## config.mk

```make
export PLATFORM = sky130hd
export DESIGN_NAME = td4_exec_ctrl
export DESIGN_NICKNAME = d
export VERILOG_FILES = /design/src/rtl/td4_pkg.sv /design/src/rtl/td4_op_decode.sv /design/src/rtl/td4_exec_ctrl.sv
export SDC_FILE = /design/constraint.sdc
export NUM_CORES = 1
export LEC_CHECK = 0
export ABC_AREA = 1
export BUFFER_PORTS_ARGS = -buffer_cell sky130_fd_sc_hd__buf_2
export CAP_MARGIN = 20
export CORE_UTILIZATION = 50
export CTS_CLUSTER_SIZE = 14
export DETAILED_ROUTE_END_ITERATION = 12
export GPL_TIMING_DRIVEN = 0
export PLACE_DENSITY = 0.91
export RECOVER_POWER = 100
export SLEW_MARGIN = 25
export SYNTH_ARGS = -nofsm -noshare
export SYNTH_HDL_FRONTEND = slang
export SYNTH_SLANG_ARGS = --single-unit
```

## constraint.sdc

```tcl
create_clock -name clk -period 3.45 [get_ports clk]
set_clock_uncertainty 0.05 [all_clocks]
set_input_delay 0.345 -clock clk [delete_from_list [all_inputs] [get_ports clk]]
set_output_delay 0.345 -clock clk [all_outputs]
set_load 0.02 [all_outputs]
```

## src/rtl/td4_pkg.sv

```systemverilog
// rtl/td4_pkg.sv - shared opcode, ALU-select, load-mask and state definitions for the TD4 core
package td4_pkg;

    localparam logic [3:0] OP_ADD_A_IM = 4'b0000;
    localparam logic [3:0] OP_MOV_A_B  = 4'b0001;
    localparam logic [3:0] OP_IN_A     = 4'b0010;
    localparam logic [3:0] OP_MOV_A_IM = 4'b0011;
    localparam logic [3:0] OP_MOV_B_A  = 4'b0100;
    localparam logic [3:0] OP_ADD_B_IM = 4'b0101;
    localparam logic [3:0] OP_IN_B     = 4'b0110;
    localparam logic [3:0] OP_MOV_B_IM = 4'b0111;
    localparam logic [3:0] OP_OUT_B    = 4'b1001;
    localparam logic [3:0] OP_OUT_IM   = 4'b1011;
    localparam logic [3:0] OP_JNC      = 4'b1110;
    localparam logic [3:0] OP_JMP      = 4'b1111;

    localparam logic [1:0] SEL_A    = 2'b00;
    localparam logic [1:0] SEL_B    = 2'b10;
    localparam logic [1:0] SEL_IN   = 2'b01;
    localparam logic [1:0] SEL_ZERO = 2'b11;

    // Active-low strobe masks, bit order {pc, out, b, a}
    localparam logic [3:0] LD_A    = 4'b1110;
    localparam logic [3:0] LD_B    = 4'b1101;
    localparam logic [3:0] LD_OUT  = 4'b1011;
    localparam logic [3:0] LD_PC   = 4'b0111;
    localparam logic [3:0] LD_NONE = 4'b1111;

    typedef enum logic [2:0] {
        ST_IDLE  = 3'd0,
        ST_FETCH = 3'd1,
        ST_EXEC  = 3'd2,
        ST_WB    = 3'd3,
        ST_HALT  = 3'd4
    } state_t;

endpackage

```

## src/rtl/td4_op_decode.sv

```systemverilog
// rtl/td4_op_decode.sv - combinational opcode decode to ALU select, load mask and flags
module td4_op_decode
    import td4_pkg::*;
(
    input  logic [3:0] op,
    input  logic       carry,
    output logic [1:0] sel,
    output logic [3:0] load_n,
    output logic       is_add,
    output logic       illegal
);

    always_comb begin
        sel     = SEL_ZERO;
        load_n  = LD_NONE;
        is_add  = 1'b0;
        illegal = 1'b0;
        case (op)
            OP_MOV_A_IM: begin sel = SEL_ZERO; load_n = LD_A;   end
            OP_MOV_B_IM: begin sel = SEL_ZERO; load_n = LD_B;   end
            OP_MOV_A_B:  begin sel = SEL_B;    load_n = LD_A;   end
            OP_MOV_B_A:  begin sel = SEL_A;    load_n = LD_B;   end
            OP_ADD_A_IM: begin sel = SEL_A;    load_n = LD_A;   is_add = 1'b1; end
            OP_ADD_B_IM: begin sel = SEL_B;    load_n = LD_B;   is_add = 1'b1; end
            OP_IN_A:     begin sel = SEL_IN;   load_n = LD_A;   end
            OP_IN_B:     begin sel = SEL_IN;   load_n = LD_B;   end
            OP_OUT_IM:   begin sel = SEL_ZERO; load_n = LD_OUT; end
            OP_OUT_B:    begin sel = SEL_B;    load_n = LD_OUT; end
            OP_JMP:      begin sel = SEL_ZERO; load_n = LD_PC;  end
            OP_JNC:      begin sel = SEL_ZERO; load_n = carry ? LD_NONE : LD_PC; end
            default:     illegal = 1'b1;
        endcase
    end

endmodule

```

## src/rtl/td4_exec_ctrl.sv

```systemverilog
// rtl/td4_exec_ctrl.sv - TD4 multi-cycle execution sequencer: fetch, decode, one-cycle write-back strobes
module td4_exec_ctrl
    import td4_pkg::*;
#(
    parameter int FETCH_WAIT = 0,
    parameter int PC_WIDTH   = 4
) (
    input  logic                clk,
    input  logic                rst,
    input  logic                tick,
    input  logic                run,
    input  logic                step,
    input  logic                halt_req,
    output logic [PC_WIDTH-1:0] rom_addr,
    input  logic [7:0]          rom_data,
    input  logic [3:0]          alu_sum,
    input  logic                alu_carry,
    output logic [1:0]          sel,
    output logic [3:0]          imm,
    output logic [3:0]          load_n,
    output logic [PC_WIDTH-1:0] pc,
    output logic                carry_flag,
    output logic                halted,
    output logic                illegal,
    output logic                instr_done
);

    localparam logic [1:0] LAST_FETCH = 2'(FETCH_WAIT);

    state_t              state_q, state_d;
    logic [PC_WIDTH-1:0] pc_q, pc_d;
    logic                carry_q, carry_d;
    logic [7:0]          ir_q, ir_d;
    logic [1:0]          wait_q, wait_d;
    logic                step_prev_q, step_prev_d;
    logic                step_pend_q, step_pend_d;
    logic                halt_q, halt_d;
    logic                step_edge;

    logic [1:0] dec_sel;
    logic [3:0] dec_load_n;
    logic       dec_is_add;
    logic       dec_illegal;

    td4_op_decode u_decode (
        .op      (ir_q[7:4]),
        .carry   (carry_q),
        .sel     (dec_sel),
        .load_n  (dec_load_n),
        .is_add  (dec_is_add),
        .illegal (dec_illegal)
    );

    assign rom_addr   = pc_q;
    assign pc         = pc_q;
    assign carry_flag = carry_q;
    assign imm        = ir_q[3:0];
    assign step_edge  = step & ~step_prev_q;

    always_comb begin
        state_d     = state_q;
        pc_d        = pc_q;
        carry_d     = carry_q;
        ir_d        = ir_q;
        wait_d      = 2'd0;
        step_prev_d = step;
        step_pend_d = step_pend_q | step_edge;
        halt_d      = halt_q | halt_req;
        sel         = SEL_A;
        load_n      = LD_NONE;
        illegal     = 1'b0;
        instr_done  = 1'b0;
        halted      = 1'b0;
        case (state_q)
            ST_IDLE: begin
                if (run) begin
                    if (tick) state_d = ST_FETCH;
                end else if (step_pend_q || step_edge) begin
                    // The pending request and any edge arriving now are consumed together
                    state_d     = ST_FETCH;
                    step_pend_d = 1'b0;
                end
            end
            ST_FETCH: begin
                if (wait_q == LAST_FETCH) begin
                    ir_d    = rom_data;
                    state_d = ST_EXEC;
                end else begin
                    wait_d = wait_q + 2'd1;
                end
            end
            ST_EXEC: begin
                sel     = dec_sel;
                state_d = ST_WB;
            end
            ST_WB: begin
                sel        = dec_sel;
                load_n     = dec_load_n;
                illegal    = dec_illegal;
                instr_done = 1'b1;
                pc_d       = dec_load_n[3] ? pc_q + PC_WIDTH'(1) : PC_WIDTH'(alu_sum);
                carry_d    = dec_is_add & alu_carry;
                state_d    = (halt_q || halt_req) ? ST_HALT : ST_IDLE;
            end
            ST_HALT: halted = 1'b1;
            default: state_d = ST_IDLE;
        endcase
    end

    always_ff @(posedge clk) begin
        if (rst) begin
            state_q     <= ST_IDLE;
            pc_q        <= '0;
            carry_q     <= 1'b0;
            ir_q        <= 8'd0;
            wait_q      <= 2'd0;
            step_prev_q <= 1'b0;
            step_pend_q <= 1'b0;
            halt_q      <= 1'b0;
        end else begin
            state_q     <= state_d;
            pc_q        <= pc_d;
            carry_q     <= carry_d;
            ir_q        <= ir_d;
            wait_q      <= wait_d;
            step_prev_q <= step_prev_d;
            step_pend_q <= step_pend_d;
            halt_q      <= halt_d;
        end
    end

endmodule

```

==> summary.txt <==
Status
  – Status: completed

Setup path
  – Max incr delay on CP: 0.39 ns
  – CP startpoint kind: register
  – CP max stage cell: clkbuf_1
  – Most frequent CP cell: clkbuf_1
  – Worst endpoint required time: 3.05 ns
  – Crit path kind: reg2out
  – Worst EP arrival: 2.06 ns
  – CP Max Fanout: 10
  – Ordered list of cells on the worst path: inv_1 -> nor2_1 -> nand2_1 -> clkinvlp_2 -> clkbuf_1 -> nand4_1 -> clkbuf_1
  – Crit end category: output port

Yosys
  – Syn_area_per_cell: 7.06 um^2
  – Sequential area share after synthesis: 0.379
  – Synth Flop Type: dfxtp_1
  – Syn Inst Count: 157
  – Synthesized net count: 178
  – Area contributors post-synth: dfxtp_1, nand2_1, nor2_1, inv_1, buf_4
  – Number of synthesized flops with an enable pin: 0
  – Post-Syn Area: 1110 um^2
  – Synthesized flop and latch total: 21
  – Ys async rst share: 0
  – Synth area leader: dfxtp_1
  – Synth cell types: 26
  – Yosys warns: 0
  – Synth top area share: 0.379

Global route
  – Initial antenna violation count: 0
  – Gr ovfl total: 0
  – Gr usage total: 0.211
  – First-pass GRT wire length: 3.96 mm
  – Vias in the first global route: 1007
  – Largest net degree at the start of global routing: 12

STA
  – Fin crit share: 0.711
  – Worst rel slew slack: 0.692
  – Final TNS setup: 0 ns
  – RSZ-0062 raised after global routing: no
  – # setup viols final: 0
  – Fin crit period: 2.45 ns
  – Final hold vios: 0
  – Final Max Tran Viols: 0
  – Slew @ Worst Pin: 0.461 ns
  – F_max: 408 MHz

Floorplanning
  – Ports: 41
  – Row cnt: 16
  – Initial Utilization: 0.548
  – Die width: 49.1 um
  – Core ar.: 2020 um^2
  – Die area: 2410 um^2
  – Die Ht: 49.1 um

Pwr
  – Worst vdd ir: 0.228 mV
  – Pleak: 0.618 nW
  – PwrDens: 416 nW/um^2

Drt
  – Routed wire length: 2.44 mm
  – DRC Markers: 0
  – Antenna-violating nets left: 0
  – 1st-pass router iterations: 6
  – WL/cell: 10.7 um
  – 1st-iter DRT viols: 26
  – Vias: 1122
  – Via-per-instance ratio: 4.92

Clock tree
  – Hold_buf cts: 0
  – Clock latency reported for the late side of the worst-skew pair: 0.30 ns
  – CTS tree: done
  – # resized after CTS: 0
  – Clock Tree Buf Depth: 2
  – Root buffer cell: clkbuf_4
  – CTS Buf Count: 3
  – Setup bufs post-CTS: 0
  – TritonCTS Sinks: 21
  – H-tree depth: 1
  – Reg clk slew, reported paths: 0.11 ns

Place
  – Hpwl dp: 1.91 mm
  – Placed inst area: 1340 um^2
  – IO Port Bufs: 40
  – GP Congestion: 0.836

Hold path
  – Worst Hold Class: in2reg

Cells and area
  – Final core occ: 0.648
  – ANT cells: 0
  – Share of cells above drive strength 1: 0.184
  – Most frequent cells in the layout: nand2_1, clkbuf_1, nor2_1
  – Area grow syn2layout: 18.2%
  – Layout Nets: 223
  – Post-Layout Inst Area: 1310 um^2

Run
  – Max Cap Viol: 0
[worst max-delay path, delay by kind of cell (launching register included)]
family / cells / cell delay (ns)
flip-flops: 1 / 0.34
buffers and inverters: 4 / 0.84
AND/OR/NAND/NOR: 3 / 0.58
[state kept, by name, indices dropped and copies added (netlist names)]
register     flops
step_prev_q      1
carry_flag       1
wait_q           2
ir_q             8
pc               4
halt_q           1
state_q          3
step_pend_q      1
[synth_stat cells, types with 2 or more instances]
cell type	n
o21ai_0	10
nor2_4	2
inv_1	22
nand4_1	3
dfxtp_1	21
a21oi_1	8
ha_1	2
nor2_1	25
nand2_1	26
buf_4	9
nand3_2	2
nand3_1	13
[layout make-up]
class                   instances  area, um^2
repair buffers                 40         171
inverters                      24        91.3
well taps                      27        33.8
multi-input cells             101         495
plain buffers                  11        71.3
fillers                       175         712
flip-flops and latches         21         420
clock buffers                   4        26.3
[stage by stage]
step	power [mW]	setup slack [ns]	hold slack [ns]	cells
6_report	0.544	0.998	0.211	228
4_1_cts	0.561	1.64	0.204	228
2_1_floorplan	0.401	2.05	0.341	157
3_5_place_dp	0.446	1.98	0.358	224
3_3_place_gp	0.436	2.01	0.348	224
5_1_grt	0.582	0.776	0.237	228
[cell families after synthesis]
kind of cell / Yosys count / synth area share
AO/OA/AOI/OAI: 23 / 0.115
XOR/XNOR: 1 / 0.00790
adder cells (fa/ha/maj): 2 / 0.0226
buffers and inverters: 35 / 0.160
flip-flops: 21 / 0.379
AND/OR/NAND/NOR: 75 / 0.315
[report_power, final]
group	switching [mW]	internal [mW]	total, mW
clock	0.0696	0.0450	0.115
combinational	0.0934	0.0528	0.146
sequential	0.0173	0.266	0.284
[final timing paths]
check	startpoint	end	slack, ns	depth (start not counted)
setup / recovery	state_q[0]	load_n[2]	1.0	7
hold / removal	step	step_prev_q	0.21	3
setup reg to reg	state_q[0]	pc[0]	1.64	8
hold reg to reg	wait_q[0]	wait_q[0]	0.37	1
[layer usage]
layer  global-route usage  share of wire
met1                0.229           0.42
met4                0.127          0.013
met5                    0              0
met3               0.0249          0.042
met2                0.384           0.53
Note: power is estimated with default switching activity, not from simulation.
